--- src/rtl/seven_seg_message_scroller.sv ---
// ---------------------------------------------------------------------------
// seven_seg_message_scroller
//
// Purpose:
//    Multiplexed N-digit 7-segment driver with a loadable message buffer.
//    Up to MSG_DEPTH segment patterns are loaded one character per transfer
//    and shown right-to-left across N_DIGITS digits. Messages longer than the
//    display scroll by one character per scroll tick. Segment and digit
//    outputs are active low (0 = lit / 0 = selected).
//
// Ports:
//    clk        in   1         clock
//    reset      in   1         asynchronous, active-high reset
//    wr_valid   in   1         message character valid
//    wr_ready   out  1         buffer accepts a character (1 from the first
//                              clock after reset onward)
//    wr_char    in   8         character as an abcdefgh pattern (0 = lit)
//    wr_last    in   1         marks the final character of the message
//    scroll_en  in   1         1 = scroll long messages, 0 = freeze offset
//    blink      in   1         (SEVEN_SEG_SCROLLER_BLINK_EN only) blank the
//                              segments on alternate scroll periods
//    abcdefgh   out  8         segment drive (0 = lit)
//    digit      out  N_DIGITS  digit select, one-hot-low, digit 0 rightmost
//
// Configuration:
//    Define SEVEN_SEG_SCROLLER_BLINK_EN to add the blink input and the
//    phase register that toggles on every scroll tick.
// ---------------------------------------------------------------------------
module seven_seg_message_scroller #(
   parameter int N_DIGITS     = 4,
   parameter int MSG_DEPTH    = 16,
   parameter int REFRESH_BITS = 16,
   parameter int SCROLL_BITS  = 23
) (
   input  logic                clk,
   input  logic                reset,
   input  logic                wr_valid,
   output logic                wr_ready,
   input  logic [7:0]          wr_char,
   input  logic                wr_last,
   input  logic                scroll_en,
`ifdef SEVEN_SEG_SCROLLER_BLINK_EN
   input  logic                blink,
`endif
   output logic [7:0]          abcdefgh,
   output logic [N_DIGITS-1:0] digit
);

   localparam int IW = $clog2(MSG_DEPTH);
   localparam int AW = IW + 1;

   typedef enum logic [1:0] {
      EMPTY   = 2'd0,
      LOADING = 2'd1,
      RUNNING = 2'd2
   } state_t;

   state_t                  state;
   logic [AW-1:0]           len;
   logic [AW-1:0]           ptr;
   logic [AW-1:0]           offset;
   logic [N_DIGITS-1:0]     sel;
   logic [REFRESH_BITS-1:0] refresh_cnt;
   logic [SCROLL_BITS-1:0]  scroll_cnt;
   logic [7:0]              msg_buf [MSG_DEPTH];

   logic                    transfer;
   logic                    scroll_tick;
   logic [IW-1:0]           wr_addr;
   logic [AW-1:0]           pos;
   logic [AW-1:0]           idx_sum;
   logic [IW-1:0]           rd_idx;

`ifdef SEVEN_SEG_SCROLLER_BLINK_EN
   logic                    phase;
`endif

   assign transfer    = wr_valid & wr_ready;
   assign scroll_tick = (scroll_cnt == '0);

   // A transfer outside LOADING always begins a fresh message at slot 0.
   assign wr_addr = (state == LOADING) ? ptr[IW-1:0] : '0;

   // Message storage is not reset; the state machine decides what is visible.
   always_ff @(posedge clk) begin
      if (transfer)
         msg_buf[wr_addr] <= wr_char;
   end

   // Load/run state machine. A transfer always wins over a scroll tick, so a
   // tick landing on the load-completing cycle leaves offset at 0.
   always_ff @(posedge clk or posedge reset) begin
      if (reset) begin
         state    <= EMPTY;
         len      <= '0;
         ptr      <= '0;
         offset   <= '0;
         wr_ready <= 1'b0;
      end else begin
         wr_ready <= 1'b1;
         if (transfer) begin
            if (state == LOADING) begin
               ptr <= ptr + AW'(1);
               if (wr_last || ptr == AW'(MSG_DEPTH - 1)) begin
                  state  <= RUNNING;
                  len    <= ptr + AW'(1);
                  offset <= '0;
               end
            end else begin
               ptr    <= AW'(1);
               offset <= '0;
               if (wr_last || MSG_DEPTH == 1) begin
                  state <= RUNNING;
                  len   <= AW'(1);
               end else begin
                  state <= LOADING;
                  len   <= '0;
               end
            end
         end else if (scroll_tick && state == RUNNING && scroll_en &&
                      len > AW'(N_DIGITS)) begin
            offset <= (offset == len - AW'(1)) ? '0 : offset + AW'(1);
         end
      end
   end

   // Free-running refresh and scroll counters; the digit scan advances the
   // cycle the refresh counter reads zero.
   always_ff @(posedge clk or posedge reset) begin
      if (reset) begin
         refresh_cnt <= '0;
         scroll_cnt  <= '0;
         sel         <= N_DIGITS'(1);
`ifdef SEVEN_SEG_SCROLLER_BLINK_EN
         phase       <= 1'b0;
`endif
      end else begin
         refresh_cnt <= refresh_cnt + REFRESH_BITS'(1);
         scroll_cnt  <= scroll_cnt + SCROLL_BITS'(1);
         if (refresh_cnt == '0)
            sel <= {sel[N_DIGITS-2:0], sel[N_DIGITS-1]};
`ifdef SEVEN_SEG_SCROLLER_BLINK_EN
         if (scroll_tick)
            phase <= ~phase;
`endif
      end
   end

   // Segment pattern for the selected digit. Since offset < len and
   // pos < len whenever the character is shown, offset+pos < 2*len and a
   // single compare-subtract gives the modulo.
   always_comb begin
      pos = '0;
      for (int i = 0; i < N_DIGITS; i++)
         if (sel[i])
            pos = AW'(N_DIGITS - 1 - i);
      idx_sum = offset + pos;
      rd_idx  = (idx_sum >= len) ? IW'(idx_sum - len) : IW'(idx_sum);
      if (state == RUNNING && pos < len)
         abcdefgh = msg_buf[rd_idx];
      else
         abcdefgh = 8'hFF;
`ifdef SEVEN_SEG_SCROLLER_BLINK_EN
      if (blink && phase)
         abcdefgh = 8'hFF;
`endif
   end

   assign digit = ~sel;

endmodule
--- config.mk ---
export PLATFORM = sky130hd
export DESIGN_NAME = seven_seg_message_scroller
export DESIGN_NICKNAME = d
export VERILOG_FILES = /design/src/rtl/seven_seg_message_scroller.sv
export SDC_FILE = /design/constraint.sdc
export NUM_CORES = 1
export LEC_CHECK = 0
export BUFFER_PORTS_ARGS = -buffer_cell sky130_fd_sc_hd__buf_2
export CAP_MARGIN = 0
export CORE_MARGIN = 4
export CORE_UTILIZATION = 40
export DETAILED_ROUTE_END_ITERATION = 7
export PLACE_DENSITY = 0.61
export REMOVE_ABC_BUFFERS = 1
export SETUP_SLACK_MARGIN = 0.5
export SYNTH_ARGS = -nofsm -noshare
export SYNTH_HDL_FRONTEND = slang
export SYNTH_SLANG_ARGS = --single-unit
--- constraint.sdc ---
create_clock -name clk -period 5.7 [get_ports clk]
set_clock_uncertainty 0.2 [all_clocks]
set_input_delay 0.285 -clock clk [delete_from_list [all_inputs] [get_ports clk]]
set_output_delay 0.285 -clock clk [all_outputs]
set_load 0.01 [all_outputs]
=== Yosys cells after proc, flatten, opt, wreduce, memory -nomap -nowiden ===
Memories as Yosys holds them, arrays and structs flattened.
Index checks and enable logic that the tools add are counted.

* Memories: 1
* Logic and storage cells: 58
* Bits in writable memories: 128
* Input port bits: 13
* Output and inout bits: 13
* Flip-flop bits (word level): 61

* Reductions and logical operators: 10
* Add/sub/neg operators: 7
* Muxes and demuxes: 21
* Bitwise operators: 2
* $lt $le $gt $ge: 3
* Equal/unequal tests: 6

{| class="wikitable"
|+ Memories
! memory !! depth !! width !! read ports !! clocked after memory_dff !! wr ports !! RTL line !! text
|-
| msg_buf || 16 || 8 || 1 || 0 || 1 || 65 || <nowiki>logic [7:0] msg_buf [MSG_DEPTH];</nowiki>
|}

{| class="wikitable"
|+ Operators with widths
! operator !! count
|-
| $mux 5 || 11
|-
| $add 23x1->23 const B || 1
|-
| $logic_not 23->1 || 1
|-
| $add 16x1->16 const B || 1
|-
| $logic_not 16->1 || 1
|-
| $add 5x1->5 const B || 2
|-
| $mux 2 || 4
|-
| $mux 4 || 2
|-
| $mux 8 || 1
|-
| $add 5x5->5 || 1
|-
| $eq 5x4->1 const B || 1
|-
| $eq 5x5->1 || 1
|-
| $ge 5x5->1 || 1
|-
| $gt 5x3->1 const B || 1
|-
| $lt 5x5->1 || 1
|-
| $sub 5x1->5 const B || 1
|-
| $logic_and 1x1->1 || 4
|-
| $not 4->4 || 1
|-
| $reduce_and 2->1 || 2
|-
| $sub 4x4->4 || 1
|-
| $mux 1 || 3
|-
| $ne 3x2->1 const B || 1
|-
| $eq 2x1->1 const B || 1
|-
| $eq 2x2->1 const B || 1
|-
| other kinds (4) || 4
|}

=== Longest topological paths before layout ===
An unclocked memory read counts as a cell.

* Depth in word-level cells: 9
* Mapped depth: 19
* Depth with buffers taken out: 16

=== Worst setup path before layout ===
No wires, ideal clock.

* Path kind: register to output
* Start point: reg sel[0]
* End point: out abcdefgh[7]
* Arrival: 3.678 ns
* Path buffers: 2
* Required time: 5.215 ns
* Stages on the path, launching flop included: 18
* Setup slack: 1.537 ns
* Path through: dfstp_2 > inv_1 > a211oi_1 > ha_1 > a21o_1 > nand2_1 > xnor2_1 > ha_1 > a21oi_2 > a21boi_1 > or3_1 > and2_4 > buf_6 > buf_4 > mux2i_1 > mux2i_1 > o21ai_0 > o311ai_1

* Longest elaborated chain between the ends: 9
* Elaborated cells between the ends (all ways): 12
* Classes of those cells: add/sub (2); order compare (2); mux (6); reduce/logical (1); memory (1)

{| class="wikitable"
|+ RTL lines
! what !! RTL line !! text
|-
| from (decl) || 62 || <nowiki>logic [N_DIGITS-1:0] sel;</nowiki>
|-
| from (signal assigned) || 141 || <nowiki>sel <= {sel[N_DIGITS-2:0], sel[N_DIGITS-1]};</nowiki>
|-
| $mux 2 * || 155 || <nowiki>if (sel[i])</nowiki>
|-
| $mux 5 * (3 in a row) || 155 ||
|-
| $add 5x5->5 || 157 || <nowiki>idx_sum = offset + pos;</nowiki>
|-
| $sub 4x4->4 / $ge 5x5->1 (equally long branches) || 158 || <nowiki>rd_idx = (idx_sum >= len) ? IW'(idx_sum - len) : IW'(idx_sum);</nowiki>
|-
| $mux 4 || 158 ||
|-
| $mem_v2 16x8 || - ||
|-
| $mux 8 * || 159 || <nowiki>if (state == RUNNING && pos < len)</nowiki>
|-
| to (decl) || 45 || <nowiki>output logic [7:0] abcdefgh,</nowiki>
|}

Every way passes the cells marked *; elsewhere a longest branch is shown, timed or not.

=== Worst setup path after layout ===
* Start point: reg sel[0]
* End point: out abcdefgh[5]

Same word-level chain as after synthesis.

==> results.ini <==
[floorplan]
die-area_um2=23400
initial_utilization=0.411
row_count=52
die_height_um=153
coreArea_um2=20400
die_w_um=153
io_pins=26

[routing]
drt_first_pass_iters=6
postRouteWirelength_um=18000
wire_per_inst_um=18.5
vias=5261
drtIter0Drc=505
vias_per_cell=5.40
post-route-drc-count=0
ant_nets=0

[sta]
setup_viol=0
maxSlewHeadroom=0.348
drv_slew=0
max_freq_mhz=201
finalHoldViolCount=0
period_minus_slack_ns=4.96
whs_ns=0.0380
rsz0062_at_grt=false
post-route-period-util=0.871
worst_slew_pin_slew_ns=0.979

[setup_path]
worstPathRequired_ns=5.22
crit_path_top_delay_cell=dfstp_2
setup.worst_path.start=sel[0]
critPathBufInv=3
worst_path_largest_cell_delay_ns=0.54
startpoint_type=flip-flop
cp-end-kind=output pin
cp_max_fo=6
crit_chain=inv_1, a211oi_4, ha_1, a21o_1, nand2_1, xnor2_1, ha_1, a21oi_2, a21boi_2, or3_4, and2_4, buf_12, mux2i_1, mux2i_1, o21ai_1, o311ai_1, buf_2
r2r_start=ptr[0]
arrival_ns=4.48
cp_top_family=compound AO/OA/AOI/OAI gates
crit_type=reg -> out

[logic_synthesis]
synth_warnings=0
ys_ff_latch=189
synth_top_cell_area_share=0.458
synth_area_um2=8390
synth_ff_type=edfxtp_1
synth.most_common_cell=edfxtp_1
post_synth_main_area_contributors=edfxtp_1 (46%), dfrtp_1 (18%), mux2i_1 (4.8%)
avgSynthCellArea_um2=12.8
synth_edf_count=128
synth_commonest_cells=edfxtp_1 (128), nand2_1 (64), dfrtp_1 (60)
async_flop_share=0.323
netlist-cell-type-count=50
synthCells=654
seq_area_frac_synth=0.640
yosysTopAreaCell=edfxtp_1

[finish]
diodes=0
fin_nets=723
layout-drive-gt1-share=0.126
areaGrowthSynthToFinish_pct=13.6
finalNonFillerCells=974
fin_area_um2=9530
fillers=1789

[power_and_ir_drop]
ir_worst_vdd_mv=0.256
p_per_area_nw_per_um2=354
total_power_w=0.00338
p_leak_nw=3.55

[min_path]
hold_start=wr_char[0]
min_path_type=in -> reg

[cts]
root_buffer=clkbuf_16
clk_path_buf_depth=2
cts_tree=done
cts_buffers=17
clk_latency_ns=0.44
path_clk_slew_ns=0.07
h-tree-depth=4
clkSinkCount=189

[placed_design]
gp_congestion=0.812
place_area_um2=8750
port_buffers=25
hpwl_um=11500
dp.cells=931

[global_routing]
overflow=0
grt_pass1_wl_um=28900
grt_pass1_vias=5352
grt_util_all_layers=0.157
antenna_found_initial=0
grt_max_degree=62

[run]
cap_violations=0

[status]
outcome=finished, final reports clean

==> cells in the final DEF, fill, tap and decap left out, drive strengths merged, types with 2 or more instances in the layout <==
cell type    count
edfxtp         128
nand2           64
dfrtp           60
mux2i           40
o21ai           40
buf             38
a21oi           34
xnor2           33
nor2            31
inv             28
nand3           26
clkbuf          18
ha              17
a221oi          16
xor2            15
nand4           14
and3            13
a21o            11
nor3            11
o311ai           9
nor4             6
clkinv           5
nand2b           4
nor2b            4
dlygate4sd3      4
o21bai           3
nor4b            3
o31ai            3
a211oi           3
nor3b            2
and2             2
or4              2
fa               2
clkinvlp         2
or3              2
==> through the flow <==
step | setup slack (ns) | setup TNS (ns) | util
2_1_floorplan | -0.253 | -1.95 | -
3_3_place_gp | 0.759 | 0 | 0.429
3_5_place_dp | 0.486 | 0 | 0.429
4_1_cts | 0.502 | 0 | 0.461
5_1_grt | 0.540 | 0 | 0.466
6_report | 0.737 | 0 | 0.466
==> power breakdown <==
group	internal, W	switching (W)	leakage [nW]
logic	0.000292	0.000463	1.32
registers	0.00148	0.0000202	1.96
clock network	0.000574	0.000543	0.268
total	0.00235	0.00103	3.55
==> sequential cells by signal, summed over array words and instances (netlist names) <==
register	flops
len	5
msg_buf	128
offset	5
ptr	5
refresh_cnt	16
scroll_cnt	23
sel	4
state	2
wr_ready	1
==> path summary, 6_finish.rpt <==
path	cells past startpoint	end	slack, ns
setup / recovery	17	abcdefgh[5]	0.74
hold / removal	1	msg_buf[9][0]	0.04
setup reg to reg	8	offset[2]	2.78
hold reg to reg	1	refresh_cnt[0]	0.27
max in group asynchronous	4	offset[2]	4.39
min in group asynchronous	4	scroll_cnt[18]	0.40
==> per-layer routing <==
layer / wire [µm] / up-vias / global-route usage
met1: 8170 / 2595 / 0.217
met2: 8650 / 132 / 0.249
met3: 754 / 30 / 0.0274
met4: 404 / 0 / 0.0653
met5: 0 / - / 0
li1: - / 2504 / -
==> timing repair <==
item / CTS / global route
endpoints found under the setup margin: 8 / 8
hold buffers: 4 / 0
pin swaps: 1 / 0
buffers inserted: 3 / 2
gates resized for setup: 5 / 14
hold endpoints to repair: 63 / 0
gates cloned: 2 / 0
==> cell type report <==
| class | instances | area (µm²) | share of cell area |
|---|---|---|---|
| multi-input combinational | 420 | 2890 | 0.303 |
| inverter | 21 | 78.8 | 0.00827 |
| timing repair buffer | 42 | 300 | 0.0315 |
| clock inverter | 14 | 126 | 0.0133 |
| sequential | 189 | 5370 | 0.564 |
| clock buffer | 18 | 429 | 0.0450 |
| tap | 270 | 338 | 0.0355 |
==> logic make-up after synthesis <==
kind of cell    synth area share
compound gates            0.0953
xor+xnor                  0.0501
fa+ha+maj                 0.0301
buf+inv                   0.0294
flops                      0.640
mux                       0.0477
other cells             0.000447
simple gates               0.107
Power figures use the tool's default switching activity.
